[config.mk]
export PLATFORM = sky130hd
export DESIGN_NAME = cacheflushctrl
export DESIGN_NICKNAME = d
export VERILOG_FILES = /design/src/rtl/cacheflushctrl_pkg.sv /design/src/rtl/decoder.sv /design/src/rtl/flopenr.sv /design/src/rtl/cacheflushctrl.sv
export SDC_FILE = /design/constraint.sdc
export NUM_CORES = 1
export LEC_CHECK = 0
export BUFFER_PORTS_ARGS = -buffer_cell sky130_fd_sc_hd__buf_2
export CORE_MARGIN = 1.5
export CORE_UTILIZATION = 53
export DETAILED_ROUTE_END_ITERATION = 8
export MAX_ROUTING_LAYER = met4
export PLACE_DENSITY = 0.84
export SYNTH_ARGS = -nofsm -noshare
export SYNTH_HDL_FRONTEND = slang
export SYNTH_SLANG_ARGS = --single-unit
[constraint.sdc]
create_clock -name clk -period 2.7 [get_ports clk]
set_input_delay 0.405 -clock clk [delete_from_list [all_inputs] [get_ports clk]]
set_output_delay 0.405 -clock clk [all_outputs]
set_load 0.1 [all_outputs]
[src/rtl/cacheflushctrl_pkg.sv]
// Shared cache package.
// - flushstate_t: flush sequencer states.
// - lognumways(): way-index width. The replacement-policy block calls the
//   same function, so both blocks always agree on the way-counter width.
package cacheflushctrl_pkg;

  typedef enum logic [2:0] {IDLE, READ, CHECK, WB, CLEAR, DONE} flushstate_t;

  // A 1-way cache still needs a 1-bit index to keep vector widths legal.
  function automatic int lognumways(input int numways);
    return (numways > 1) ? $clog2(numways) : 1;
  endfunction

endpackage

[src/rtl/decoder.sv]
// Binary to one-hot decoder.
// Ports: bin (binary index), decoded (one-hot, bit bin set).
module decoder #(
  parameter int N = 2
) (
  input  logic [N-1:0]      bin,
  output logic [2**N-1:0]   decoded
);

  always_comb begin
    decoded      = '0;
    decoded[bin] = 1'b1;
  end

endmodule

[src/rtl/flopenr.sv]
// Enabled register with synchronous active-high reset.
// Ports: clk, reset, en (load enable), d (next value), q (registered value).
module flopenr #(
  parameter int WIDTH = 8
) (
  input  logic             clk,
  input  logic             reset,
  input  logic             en,
  input  logic [WIDTH-1:0] d,
  output logic [WIDTH-1:0] q
);

  always_ff @(posedge clk)
    if (reset)   q <= '0;
    else if (en) q <= d;

endmodule

[src/rtl/cacheflushctrl.sv]
// Cache flush sequencer. Walks every (set, way), writes back valid+dirty lines
// through a WBReq/WBAck handshake, clears their dirty bits, and optionally
// issues a one-cycle whole-array invalidate at the end.
// Ports:
//   clk, reset                 clock, synchronous active-high reset
//   FlushReq, InvalidateReq    level requests, sampled only in IDLE
//   LineValid, LineDirty       array read data for FlushAdr/FlushWay, valid in CHECK
//   WBAck                      bus interface accepted the writeback
//   FlushAdr, FlushWay         set index / one-hot way being walked
//   FlushAdrSel, Busy          sequencer owns the array (not IDLE)
//   WBReq, ClearDirty          writeback request / dirty-bit clear
//   InvalidateCache, FlushDone one-cycle end-of-operation pulses
// All outputs decode from registered state and counters only.
module cacheflushctrl
  import cacheflushctrl_pkg::*;
#(
  parameter int NUMWAYS  = 4,
  parameter int SETLEN   = 9,
  parameter int NUMLINES = 128
) (
  input  logic                clk,
  input  logic                reset,
  input  logic                FlushReq,
  input  logic                InvalidateReq,
  input  logic                LineValid,
  input  logic                LineDirty,
  input  logic                WBAck,
  output logic [SETLEN-1:0]   FlushAdr,
  output logic [NUMWAYS-1:0]  FlushWay,
  output logic                FlushAdrSel,
  output logic                WBReq,
  output logic                ClearDirty,
  output logic                InvalidateCache,
  output logic                Busy,
  output logic                FlushDone
);

  localparam int LOGNUMWAYS = lognumways(NUMWAYS);

  flushstate_t             state;
  logic                    invpend;
  logic [LOGNUMWAYS-1:0]   waycnt, waynext;
  logic [SETLEN-1:0]       setcnt, setnext;
  logic [NUMWAYS-1:0]      waydec;
  logic                    start, advance, lastway, lastline;
  logic                    wayen, seten, walk;

  // Counters are cleared on the start of each flush; they otherwise hold the
  // last line after a walk because they never advance past it.
  assign start    = (state == IDLE) & FlushReq;
  assign lastway  = (waycnt == LOGNUMWAYS'(NUMWAYS - 1));
  assign lastline = lastway & (setcnt == SETLEN'(NUMLINES - 1));
  assign advance  = ((state == CHECK) & ~(LineValid & LineDirty)) | (state == CLEAR);
  assign wayen    = start | (advance & ~lastline);
  assign seten    = start | (advance & ~lastline & lastway);
  assign waynext  = start ? '0 : waycnt + LOGNUMWAYS'(1);
  assign setnext  = start ? '0 : setcnt + SETLEN'(1);

  flopenr #(.WIDTH(LOGNUMWAYS)) waycntreg (
    .clk(clk), .reset(reset), .en(wayen), .d(waynext), .q(waycnt)
  );

  flopenr #(.WIDTH(SETLEN)) setcntreg (
    .clk(clk), .reset(reset), .en(seten), .d(setnext), .q(setcnt)
  );

  decoder #(.N(LOGNUMWAYS)) waydecoder (
    .bin(waycnt), .decoded(waydec)
  );

  always_ff @(posedge clk) begin
    if (reset) begin
      state   <= IDLE;
      invpend <= 1'b0;
    end else begin
      case (state)
        IDLE:
          if (FlushReq) begin
            state   <= READ;
            invpend <= InvalidateReq;   // invalidate after the walk
          end else if (InvalidateReq) begin
            state   <= DONE;
            invpend <= 1'b1;
          end
        READ:  state <= CHECK;
        CHECK:
          if (LineValid & LineDirty) state <= WB;
          else if (lastline)         state <= DONE;
          else                       state <= READ;
        WB:    if (WBAck) state <= CLEAR;
        CLEAR: state <= lastline ? DONE : READ;
        DONE: begin
          invpend <= 1'b0;
          state   <= IDLE;
        end
        default: state <= IDLE;
      endcase
    end
  end

  // Way select is only driven while a line is actually being addressed.
  assign walk            = (state == READ) | (state == CHECK) | (state == WB) | (state == CLEAR);
  assign FlushWay        = waydec[NUMWAYS-1:0] & {NUMWAYS{walk}};
  assign FlushAdr        = setcnt;
  assign Busy            = (state != IDLE);
  assign FlushAdrSel     = Busy;
  assign WBReq           = (state == WB);
  assign ClearDirty      = (state == CLEAR);
  assign FlushDone       = (state == DONE);
  assign InvalidateCache = (state == DONE) & invpend;

endmodule

# Yosys cells after proc, flatten, opt, wreduce, memory -nomap -nowiden
# Index checks and enable logic that the tools add are counted.
# W data, S select, Z words.
[op_classes] bitwise=16 muxes=13 n_lt_le_gt_ge=2 n_addsub=2 reduce_logical=6 n_eq_ne=9
[ops] cell="$mux W3" n=5
[ops] cell="$pmux W3 S5" n=1
[ops] cell="$add A9 B1 Y9 const B" n=1
[ops] cell="$eq A9 B7 Y1 const B" n=1
[ops] cell="$mux W9" n=1
[ops] cell="$and A1 B1 Y1" n=7
[ops] cell="$eq A3 B2 Y1 const B" n=2
[ops] cell="$eq A3 B3 Y1 const B" n=2
[ops] cell="$or A1 B1 Y1" n=6
[ops] cell="$and A4 B4 Y4" n=1
[ops] cell="$reduce_and A2 Y1" n=2
[ops] cell="$eq A3 B1 Y1 const B" n=1
[ops] cell="$logic_not A3 Y1" n=1
[ops] cell="$lt A2 B3 Y1 const B" n=1
[ops] cell="$mux W1" n=3
[ops] cell="$ne A3 B3 Y1 const B" n=1
[ops] cell="$reduce_bool A3 Y1" n=1
[ops] cell="$add A2 B1 Y2 const B" n=1
[ops] cell="$demux W1 S2" n=1
[ops] cell="$eq A2 B2 Y1 const B" n=1
[ops] cell="$ge A2 B1 Y1 const B" n=1
[ops] cell="$mux W2" n=1
[ops] cell="$ne A2 B2 Y1 const B" n=1
[ops] cell="$not A1 Y1" n=2
[ops] cell="other kinds (3)" n=3
[totals] elab_cells=52 input_bits=7 output_inout_bits=19 register_bits=15

# Logic depth before layout (Yosys ltp)
# Gate-level depths: netlist of run 1.
[logic_depth] word_depth=7 mapped_depth=6 depth_no_buf=6

# Hierarchy
# Synthesis of run 1 repeated with hierarchy kept, for this count alone.
[unflattened] hier_cells=116 area_unflattened_um2=939.7
[modules_own_cells] module="cacheflushctrl" seq_area_each_um2=80.1 instances=1 cells_each=77 area_each_um2=526.8
[modules_own_cells] module="flopenr at setcntreg" seq_area_each_um2=180.2 instances=1 cells_each=29 area_each_um2=319.1
[modules_own_cells] module="flopenr at waycntreg" seq_area_each_um2=40.0 instances=1 cells_each=6 area_each_um2=67.6
[modules_own_cells] module="decoder" seq_area_each_um2=0.0 instances=1 cells_each=4 area_each_um2=26.3

# Least setup slack after synthesis of run 1
# Ideal clock, no wire load.
[synth_timing] path_kind="register to output" from="register state[2]" to="output port InvalidateCache" path_stages_with_launch=5 n_path_buf=1 t_arrival_ns=2.885 required_time_ns=2.295 slack_ns=-0.590 path_cell_list="dfxtp_1 -> clkbuf_1 -> nand2_1 -> nor2_1 -> and2_1"
[synth_via] elab_chain_len=2
[synth_rtl] element="start: declaration" line_no="cacheflushctrl.sv:40" source="flushstate_t state;"
[synth_rtl] element="start signal: assignment" line_no="cacheflushctrl.sv:91" source="CLEAR: state <= lastline ? DONE : READ;"
[synth_rtl] element="$eq A3 B3 Y1"
[synth_rtl] element="net FlushDone" line_no="cacheflushctrl.sv:35" source="output logic FlushDone"
[synth_rtl] element="$and A1 B1 Y1" line_no="cacheflushctrl.sv:110" source="assign InvalidateCache = (state == DONE) & invpend;"
[synth_rtl] element="end: declaration" line_no="cacheflushctrl.sv:33" source="output logic InvalidateCache,"
# The timed path passes the listed nets, and every way through them passes these cells.

# Final worst setup path of run 1
[layout_timing] from="register state[1]" to="output port FlushWay[2]"
[layout_via] elab_chain_len=5 word_cells_on_any_way=8 classes_between="eq/ne (4); bitwise (4)"
[layout_rtl] element="$eq A3 B1 Y1 / $eq A3 B2 Y1 (equally long branches)" line_no="cacheflushctrl.sv:102" source="assign walk = (state == READ) | (state == CHECK) | (state == WB) | (state == CLEAR);"
[layout_rtl] element="$or A1 B1 Y1 (2 in series)" line_no="cacheflushctrl.sv:102"
[layout_rtl] element="$or A1 B1 Y1 *" line_no="cacheflushctrl.sv:102"
[layout_rtl] element="$and A4 B4 Y4 *" line_no="cacheflushctrl.sv:103" source="assign FlushWay = waydec[NUMWAYS-1:0] & {NUMWAYS{walk}};"
[layout_rtl] element="end: declaration" line_no="cacheflushctrl.sv:29" source="output logic [NUMWAYS-1:0] FlushWay,"
# Every way passes the cells marked *; elsewhere a longest branch is shown, timed or not.

==> results of run 1 <==
[cells by family (layout without fill, tap and decap cells)]
group,count (synthesis),after routing,synth area share [%]
flops,15,15,33.76
buf+inv,10,34,4.641
xor+xnor,4,4,3.939
compound gates,24,24,20.26
fa+ha+maj,5,5,7.032
simple gates,45,45,26.72
mux,2,2,3.657
[cells in the mapped netlist (2+ instances only)]
master    instances  area (um^2)
nor2_1           12        45.04
inv_1             5        18.77
dfxtp_1          15        300.3
or3_1             2        12.51
o31ai_1           3        22.52
clkbuf_1          3        11.26
nand3_1           6        30.03
nand2_1           7        26.28
or4_1             3        22.52
and2_1            5        31.28
nand2b_1          2        12.51
ha_1              5        62.56
a21oi_1           8        40.04
xor2_1            3        26.28
o21ai_0           3        15.01
[routing by layer]
metal  routed length (um)  track usage (%)  vias to the layer above
li1                     -                -                      422
met1                  797            27.88                      379
met2                  887            33.53                       20
met3                   83            2.500                        3
met4                   19            9.091                        0
met5                    0                -                        -
[area by class of cell]
class | instances | area, um^2 | area share, %
clock buffer | 4 | 26.28 | 2.512
inverter | 5 | 18.77 | 1.794
multi-input combinational | 80 | 555.5 | 53.11
sequential | 15 | 300.3 | 28.71
tap | 16 | 20.02 | 1.914
timing repair buffer | 25 | 125.1 | 11.96
[state kept, by name, summed over array words and instances, names as in the netlist]
signal       cells
state            3
setcntreg.q      9
waycntreg.q      2
invpend          1
[worst min-delay path by stage]
stage | to | slack [ps]
floorplan | invpend | 480
global route | invpend | 340
finish | invpend | 330
CTS | invpend | 330
global placement | setcntreg.q[5] | 490
detailed placement | setcntreg.q[5] | 500
[power by group]
group	leakage (nW)	total [W]	switching, W	internal (W)
Sequential	0.122	0.000246	0.0000162	0.000229
Combinational	0.323	0.000185	0.000145	0.0000399
Clock	0.0150	0.000129	0.0000712	0.0000574
[per-stage QoR]
stage	TNS (ps)	utilization [%]	area, um^2
after floorplan	-100.2	-	897.1
final	0	67.86	1046
after global routing	0	67.86	1046
after detailed placement	0	66.15	1020
after global placement	0	66.15	1020
after CTS	0	67.86	1046
==> run summary, run 1 <==
The number of global-route vias before repair was 730; the maximum cell stage delay along the critical path was 620 ps. The routed layout has 824 vias. OpenSTA, run right after detailed placement, puts the worst setup slack at 666.9 ps.

The share of the cycle needed by the critical path after routing came out at 83.07%. 0 antenna diodes ended up in the layout. The smallest clock period supported by the final layout is computed as 2243 ps. Across the run, the number of max-cap violations was 0. The number of nets handed over by synthesis was 117. Setup repair after global routing left no endpoint under its margin.

The starting density of the core is 57.71%, and the fraction of registers with async set or reset after synthesis is 0%. Across all register-to-register paths, the minimum setup slack is 620 ps. The die covers 1933 um^2.

The number of synthesized flops with an enable pin came out at 0. The critical path goes through nor3_2, nor2_1, and2_1, buf_2. Pin placement for this block handled 26 I/O pins. The count of filler cells inserted in the layout was 145; the first-iteration detailed-routing DRC count was 16.

In this run the number of cells on the critical path is 4. Along the worst path, the maximum fanout reaches 12. In this run the core area contains 14 standard-cell rows.

The clock latency on the worst-skew pair is 280 ps. The setup fix buffers added after clock tree synthesis was 0; the average wire per standard cell was 12.33 um. For this design, the slowest cell found on the critical path is dfxtp_1. Entering global routing, the biggest net connects 13 pins.

The tools report the number of placed instances with taps included as 141. The library cell used most frequently in the layout, excluding fill and tap cells, is buf_2. The number of failing hold endpoints at the final stage came out at 0. The completed layout was analyzed and its total power is 0.0005596 W. The critical path startpoint was state[1]. The first detailed-routing pass ran for 4 iterations.

In the synthesized netlist, the number of instances is 105. The dominant register cell in the synthesized netlist was dfxtp_1. The number of cells on the worst hold path is 2. The tools report the origin of the worst min-delay path as reset. The worst-case clock skew was 4.685 ps; the number of cells on the worst reg-to-reg path was 5. The final layout contains routed wiring with a total length of 1.788 mm.

The wire length of the first global-routing pass is 3.056 mm. The standby leakage power came out at 0.4600 nW. The number of nets in the layout is 142, and the HPWL after detailed placement is 1.439 mm. The worst setup path is captured at an output pin. Clock tree synthesis found a total of 15 sinks. The run gives 3 as the CTS buffer count.

The number of hold-repair buffers added at the cts stage is 0, and the die extent in x is 43.97 um. Timing would allow up to 445.9 MHz. The final count of negative-setup-slack endpoints is 0. TritonCTS built the clock tree. Clock transition at the register clock pins on the worst setup and hold paths after CTS: 90 ps. On the critical path the largest part of the delay comes from flip-flops. After synthesis the netlist holds a flip-flop and latch count of 15. In this run the worst hold path is classified as input pin to flop. The power per cell area came out at 534.9 nW/um^2.

Sequential cells were found to cover 33.76% of the synthesized design area. The remaining max-slew budget at the tightest pin was 67.68%. For the worst setup path, the data required time is 2300 ps. In this run the critical register-to-register path is captured at setcntreg.q[5]. A synthesized cell averages 8.472 um^2. The H-tree depth is 1. Die outline height: 43.97 um.

The flow ran to the end, and the final reports show no timing, DRC or antenna violations. The actual transition at the worst max-transition pin was 488.2 ps. The worst register-to-register path begins at state[1]. By startpoint and endpoint, the worst setup path is classified as flop to output pin. For the final standard cell count with taps included and fillers excluded, the log shows 145.

The count of input and output buffers was 25; the worst supply voltage drop on vdd was 0.3433 mV. After synthesis the cells add up to 889.6 um^2. The run gives 38 as the count of unique library cells instantiated by Yosys. For this run, design rule violations remaining after detail routing come to 0. The congestion estimate from routability-driven global placement came to 0.8475.

For the remaining global-route overflow, the log shows 0. STA classifies the critical path startpoint as a flop. The minimum hold slack was 329.1 ps. The Yosys step of the flow raised 0 warnings. The initial antenna violation count was 0. Once the clock tree was built, the resizer swapped 0 gates to a different size. Via count normalized by instance count: 5.683. In this run the clock root is driven by a clkbuf_4. The total area inside the core boundary comes to 1541 um^2. The number of buffers and inverters on the critical path is 1, and the area added between synthesis and finish is 17.58%. The global-route total usage across every layer is 21.48%.

The logs give 2 for the worst-case clock buffer depth and 1840 ps for the data arrival time of the worst path. The library cells used most frequently in the layout, excluding fill and tap cells, are 25 x buf_2, 15 x dfxtp_1, 11 x nor2_1. The tools report the number of max-slew violations in the final report as 0.

Share of layout cells above drive strength 1: 25.58%. Following the worst setup path forward leads to its endpoint at FlushWay[2]. Once routing completed, OpenROAD measured the worst setup slack at 457.1 ps. For the post-route antenna net violation count, the log shows 0.
Note: power is estimated with default switching activity, not from simulation.
==> inputs of run 2 (changes only) <==
Settings changed: CORE_UTILIZATION 53 to 45, PLACE_DENSITY 0.84 to 0.77.
Clock period 2.7 ns to 1.95 ns, I/O delays scaled along.
==> run 2 against run 1 <==
Die area rose by 17%. Utilization up 0.91 points. Via count rose by 6.2%. Global-route usage up 0.39 points. Critical path depth up 1. Cell area up 17%. Combinational power rose by 77%. Clock-buffer cell count down 1. First-iteration DRC count is 31% higher. Flip-flop and latch count unchanged.
==> run summary, run 2 (synthesis gave the netlist of run 1 again) <==
The flow ran to the end, and the final reports show no timing, DRC or antenna violations. The share of the cycle needed by the critical path after routing works out to 95.80%. The worst min-delay path class is input pin to flop (unchanged). The power per cell area is 689.3 nW/um^2 (was 534.9 nW/um^2).

For the number of global-route vias before repair, the log shows 785 (was 730). The area added between synthesis and finish was 37.83% (was 17.58%). The smallest clock period supported by the final layout is computed as 1868 ps. The logs give 3.256 mm (was 3.056 mm) for the wire length of the first global-routing pass and 1 (unchanged) for the H-tree depth. The tools report the post-place setup slack as 165.6 ps (was 666.9 ps). Commonest non-fill, non-tap cell in the layout: buf_2 (unchanged).

The number of cells on the worst reg-to-reg path is 5 (unchanged). The number of failing hold endpoints at the final stage was 0 (unchanged); the starting density of the core was 49.89% (was 57.71%). The total of max-cap violations was 0 (unchanged); the upper clock frequency limit was 535.3 MHz. Register name with the most flops: setcntreg.q (unchanged).

The actual transition at the worst max-transition pin was 487.1 ps (was 488.2 ps); the data arrival time of the worst path was 1580 ps (was 1840 ps). The number of max-slew violations in the final report is 0 (unchanged). The worst hold path endpoint is invpend (unchanged).

The area of the core region came out at 1783 um^2 (was 1541 um^2). The worst supply voltage drop on vdd is 0.5093 mV (was 0.3433 mV). The number of nets in the layout was 146 (was 142); the number of detailed-routing iterations run before antenna repair was 4 (unchanged). The run gives 180 ps (was 620 ps) as the worst setup slack for register-to-register paths. The initial antenna violation count was 0 (unchanged). The die extent in x is 47.46 um (was 43.97 um).

The count of input and output buffers is 25 (unchanged), and the cell row count is 15 (was 14). The global-route total usage across every layer came out at 21.86% (was 21.48%). Highest fanout seen on the critical path: 11 (was 12). The CTS buffer count came out at 3 (unchanged). The tools report the detailed-route via count as 875 (was 824). The origin of the worst min-delay path was reset (unchanged). Critical path capture point type: an output pin (unchanged). The critical setup path kind is flop to output pin (unchanged). The startpoint type of the worst setup path is a flop (unchanged). The tools report the master cell of the clock root buffer as clkbuf_4 (unchanged).

For the wire length after detailed routing, the log shows 2.061 mm (was 1.788 mm). Flip-flop count of the largest register, all copies and words added: 9 (unchanged). Die outline height: 47.46 um (was 43.97 um). The maximum number of pins on one net before global-route repair was 12 (was 13). The startpoint of the worst register-to-register path was state[1] (unchanged). For the remaining global-route overflow, the log shows 0 (unchanged). The tools report the number of hold-repair buffers added at the cts stage as 0 (unchanged). The first-iteration detailed-routing DRC count was 21 (was 16); the clock latency on the worst-skew pair was 290 ps (was 280 ps). The tools report the worst-case clock buffer depth as 2 (unchanged). The worst-case clock skew came out at 5.747 ps (was 4.685 ps).

The run gives 160 (was 145) as the count of filler cells inserted in the layout. The number of ports placed on the die boundary came out at 26 (unchanged). Most used cells in the layout excluding fill and tap cells: 19 x buf_2, 9 x nor2_1, 9 x dfxtp_2 (was 25 x buf_2, 15 x dfxtp_1, 11 x nor2_1).

The logs give 311.5 um^2 (was 300.3 um^2) for the combined flip-flop and latch cell area and 67.75% (was 67.68%) for the remaining max-slew budget at the tightest pin. The multi-input logic area came out at 584.3 um^2 (was 555.5 um^2). The tools report the HPWL after detailed placement as 1.567 mm (was 1.439 mm). The final-layout setup total negative slack is 0 ps (unchanged).

Setup repair after global routing left no endpoint under its margin. The sink count of the clock tree was 15 (unchanged). The via count normalized by instance count works out to 5.538 (was 5.683). The post-detailed-route DRC marker count is 0 (unchanged). Placer's final routability congestion estimate: 0.8061 (was 0.8475). TritonCTS built the clock tree. Largest registers: setcntreg.q (9), state (3), waycntreg.q (2) (unchanged). The number of inserted diodes is 0 (unchanged), and the average wire per standard cell is 13.04 um (was 12.33 um). The post-route antenna net violation count was 0 (unchanged). The number of cells on the worst hold path was 2 (unchanged); the share of layout cells above drive strength 1 was 38.35% (was 25.58%). Clock transition at the register clock pins on the worst setup and hold paths after CTS: 100 ps (was 90 ps). The capture point of the worst reg-to-reg path was setcntreg.q[5] (unchanged). The tools report the standby leakage power as 0.5037 nW (was 0.4600 nW). For the overall die area, the log shows 2252 um^2 (was 1933 um^2). Critical path required time: 1660 ps (was 2300 ps). The final design utilization is 68.77% (was 67.86%).

The final count of negative-setup-slack endpoints is 0 (unchanged). The slack of the critical path came out at 81.80 ps (was 457.1 ps).
[run 2: cell type report]
type / count / area share [%]
Multi-Input combinational cell: 80 / 47.65
Sequential cell: 15 / 25.41
Timing Repair Buffer: 29 / 20.31
Tap cell: 25 / 2.551
Clock buffer: 3 / 1.837
Inverter: 5 / 1.837
Clock inverter: 1 / 0.4082
[run 2: where the power goes]
part | switching, W | internal, W
registers | 0.0000154 | 0.000317
clock network | 0.000108 | 0.0000763
logic | 0.000229 | 0.0000994
[run 2: routing by layer]
metal | track usage (%) | share of wire [%] | vias up
li1 | - | - | 433
met1 | 24.01 | 44 | 411
met2 | 35.68 | 49 | 23
met3 | 3.774 | 3.9 | 8
met4 | 15.00 | 3.1 | 0
met5 | - | 0 | -
[run 2: worst max-delay path by stage]
stage | from | end | slack [ps] | cells after the start
after floorplan | state[1] | state[2] | -80 | 5
after global placement | LineValid | setcntreg.q[5] | 210 | 6
after detailed placement | LineValid | setcntreg.q[5] | 170 | 6
after CTS | state[2] | FlushWay[3] | 0.7 | 5
after global routing | state[1] | FlushWay[3] | 4 | 5
final | state[1] | FlushWay[3] | 80 | 5
[run 2: timing repair]
item / in CTS / in global routing
endpoints found under the setup margin: 4 / 4
gates cloned: 0 / 0
setup buffers: 1 / 0
resized for setup: 0 / 2
pin swaps: 1 / 1
[run 2: through the flow]
step,std cells,instance area (um^2),hold WS [ps],power (W)
final,158,1226,217.5,0.0008453
after global routing,158,1226,217.1,0.0008815
after CTS,158,1220,213.2,0.0008450
after detailed placement,153,1185,480.9,0.0006589
after global placement,153,1185,473.1,0.0006534
after floorplan,105,953.4,364.9,0.0005985
[run 2: critical path, stage by stage (launching register included)]
cell,delay [ps]
dfxtp_1,330
buf_6,150
nor3_4,330
nor2_2,100
and2_1,200
buf_12,170
==> inputs of run 3 (changes only) <==
Settings changed: SETUP_SLACK_MARGIN set to 0.5.
==> run 3 against run 2 <==
Critical path depth grew 1. Die area is the same. Clock-buffer cell count is the same. Largest cell class unchanged.
==> run summary, run 3 (synthesis gave the netlist of run 1 again) <==
The run finished with clean final reports. Post-route antenna net violation count: 0 (unchanged). The critical path required time was 2180 ps (was 1660 ps). The via count normalized by instance count is 6.171 (was 5.538), and the highest fanout seen on the critical path is 6 (was 11). The run gives 2252 um^2 (unchanged) as the overall die area. The cell row count was 15 (unchanged); the area added between synthesis and finish was 84.95% (was 37.83%).

For the number of nets in the layout, the log shows 169 (was 146). The sink count of the clock tree came out at 15 (unchanged). Master cell of the clock root buffer: clkbuf_4 (unchanged).

The tools report the number of placed instances with taps included as 153 (unchanged). The tools report the startpoint type of the worst setup path as a flop (unchanged). The clock transition at the register clock pins on the worst setup and hold paths after CTS was 120 ps (was 100 ps); the clock network fraction of total power was 20.4% (was 21.8%). The number of buffers and inverters on the critical path is 1 (was 2). For the part of the power in registers, the log shows 31.1% (was 39.4%). The final standard cell count with taps included and fillers excluded was 181 (was 158). Worst-case clock skew: 8.945 ps (was 5.747 ps). The tools report the post-placement cell area as 1225 um^2 (was 1185 um^2). Global-route total usage across every layer: 26.75% (was 21.86%).

The fraction of met1 tracks used by global routing was 30.23% (was 24.01%); the die extent in x was 47.46 um (unchanged). The worst min-delay path class is input pin to flop (unchanged). The run gives 0 (unchanged) as the post-detailed-route DRC marker count. The multi-input logic area was 699.4 um^2 (was 584.3 um^2). The number of global-route vias before repair is 932 (was 785). The maximum number of pins on one net before global-route repair came out at 11 (was 12). The reported net switching power is 0.0004510 W (was 0.0003521 W), and the CTS buffer count is 3 (unchanged). Setup repair after global routing could not meet its margin everywhere. The flip-flop count of the largest register, all copies and words added was 9 (unchanged); the placer's final routability congestion estimate was 0.7802 (was 0.8061). Share of the cycle needed by the critical path after routing: 99.44% (was 95.80%).

Highest-delay cell along the critical path: or4_1 (was dfxtp_1). The run gives 1,117 (was 875) as the detailed-route via count. The count of input and output buffers is 25 (unchanged).

The tools report the H-tree depth as 1 (unchanged). The remaining global-route overflow is 0 (unchanged). The fraction of power spent switching nets came out at 42.83% (was 41.66%). Time the worst path needs with I/O delays and setup: 1939 ps (was 1868 ps). The tools report the number of inserted diodes as 0 (unchanged). The commonest non-fill, non-tap cell in the layout was buf_4 (was buf_2). The tools report the critical path capture point type as a flop (was an output pin). The tools report the count of filler cells inserted in the layout as 59 (was 160). The internal power summed over all cells was 0.0006021 W (was 0.0004931 W); the maximum cell stage delay along the critical path was 480 ps (was 330 ps). The HPWL after detailed placement is 1.616 mm (was 1.567 mm), and the die outline height is 47.46 um (unchanged). The run gives 67.84% (was 67.75%) as the remaining max-slew budget at the tightest pin. The worst-case clock buffer depth is 2 (unchanged). For the number of max-slew violations in the final report, the log shows 0 (unchanged). Cell class contributing the biggest share of worst-path delay: compound AO/OA/AOI/OAI gates (was simple AND/OR/NAND/NOR gates). The combinational group share of total power was 48.4% (was 38.9%). The actual transition at the worst max-transition pin is 485.7 ps (was 487.1 ps). The logs give 342.8 um^2 (was 311.5 um^2) for the combined flip-flop and latch cell area and 0.5331 mV (was 0.5093 mV) for the worst supply voltage drop on vdd.

The data arrival time of the worst path was 2170 ps (was 1580 ps). Final count of negative-setup-slack endpoints: 0 (unchanged). The run gives 0 (unchanged) as the total of max-cap violations. Ordered cell list for the critical path: buf_6, a21bo_1, mux2i_4, o2111ai_4, or4_1, a21oi_1 (was buf_6, nor3_4, nor2_2, and2_1, buf_12).

The clock latency on the worst-skew pair is 320 ps (was 290 ps), and the average wire per standard cell is 22.21 um (was 13.04 um). For the standby leakage power, the log shows 0.6624 nW (was 0.5037 nW). The share of layout cells above drive strength 1 was 60.90% (was 38.35%). The number of detailed-routing iterations run before antenna repair was 4 (unchanged). The critical setup path kind was flop to flop (was flop to output pin). The run gives 62 (was 21) as the first-iteration detailed-routing DRC count.

The run gives 515.7 MHz (was 535.3 MHz) as the upper clock frequency limit. The wire length of the first global-routing pass came out at 4.043 mm (was 3.256 mm). TritonCTS built the clock tree. The tools report the starting density of the core as 49.89% (unchanged). Largest registers: setcntreg.q (9), state (3), waycntreg.q (2) (unchanged).

The logs give 4.020 mm (was 2.061 mm) for the wire length after detailed routing and 1783 um^2 (unchanged) for the area of the core region. The met2 track demand over resource in global routing is 45.68% (was 35.68%). Initial antenna violation count: 0 (unchanged).

The number of failing hold endpoints at the final stage was 0 (unchanged); the final instance area was 1645 um^2 (was 1226 um^2). Most used cells in the layout excluding fill and tap cells: 16 x buf_4, 14 x buf_2, 11 x buf_6, 11 x dfxtp_4, 10 x buf_12 (was 19 x buf_2, 9 x nor2_1, 9 x dfxtp_2). The final-layout setup total negative slack was 0 ps (unchanged); the number of ports placed on the die boundary was 26 (unchanged). Met3 global-route usage: 3.774% (unchanged).

The register name with the most flops was setcntreg.q (unchanged). The busiest layer in global routing is met2 (unchanged). The power per cell area was 640.1 nW/um^2 (was 689.3 nW/um^2).
==> run 3: changes by cell type in the layout (fill, tap and decap cells not counted), sizes merged <==
cell / delta
clkbuf: +1
buf: +22
==> run 3: final timing paths <==
path                  startpoint        endpoint  slack, ps  cells after the start
setup / recovery        state[1]  setcntreg.q[5]         10                      6
hold / removal             reset         invpend        230                      2
setup reg to reg        state[1]  setcntreg.q[5]         10                      6
hold reg to reg   setcntreg.q[4]  setcntreg.q[4]        550                      2
==> run 3: layer usage <==
layer,part of all wire [%],vias to the layer above
met4,5.4,0
met1,39,526
met2,47,89
met3,9.1,26
met5,0,-
li1,-,476
==> run 3: power by group through the flow <==
stage          clock network [W]  logic, W  registers (W)
6_report                0.000215  0.000510       0.000328
5_1_grt                 0.000220  0.000523       0.000330
4_1_cts                 0.000192  0.000417       0.000322
3_5_place_dp                   0  0.000318       0.000336
3_3_place_gp                   0  0.000314       0.000335
2_1_floorplan                  0  0.000287       0.000321
==> run 3: worst reg2reg max path, stage by stage (launching register included) <==
cell and delay, ps:
dfxtp_4 420, buf_6 110, a21bo_1 220, mux2i_4 220, o2111ai_4 210, or4_1 480
a21oi_1 190
==> run 3: area by class of cell <==
class | count | area share (%)
clock buffers | 3 | 1.369
clock inverters | 1 | 0.3042
inverters | 5 | 1.369
multi-input cells | 80 | 42.51
flip-flops and latches | 15 | 20.84
well taps | 25 | 1.901
repair buffers | 52 | 31.71
==> run 3: stage by stage <==
stage / hold WS (ps) / util [%] / setup slack [ps] / total power [W]
floorplan: 361.9 / - / 61.51 / 0.0006084
global placement: 489.6 / 68.70 / 235.3 / 0.0006494
detailed placement: 504.1 / 68.70 / 171.9 / 0.0006542
CTS: 210.5 / 82.32 / 179.0 / 0.0009306
global route: 208.1 / 92.28 / -6.417 / 0.001073
finish: 227.8 / 92.28 / 10.91 / 0.001053
==> run 3: repair_timing <==
item,in CTS,in global routing
gates resized for setup,30,25
pin swaps,8,13
hold buffers,0,0
gates cloned,0,0
setup buffers,14,10
hold endpoints to repair,0,0
endpoints found under the setup margin,21,23
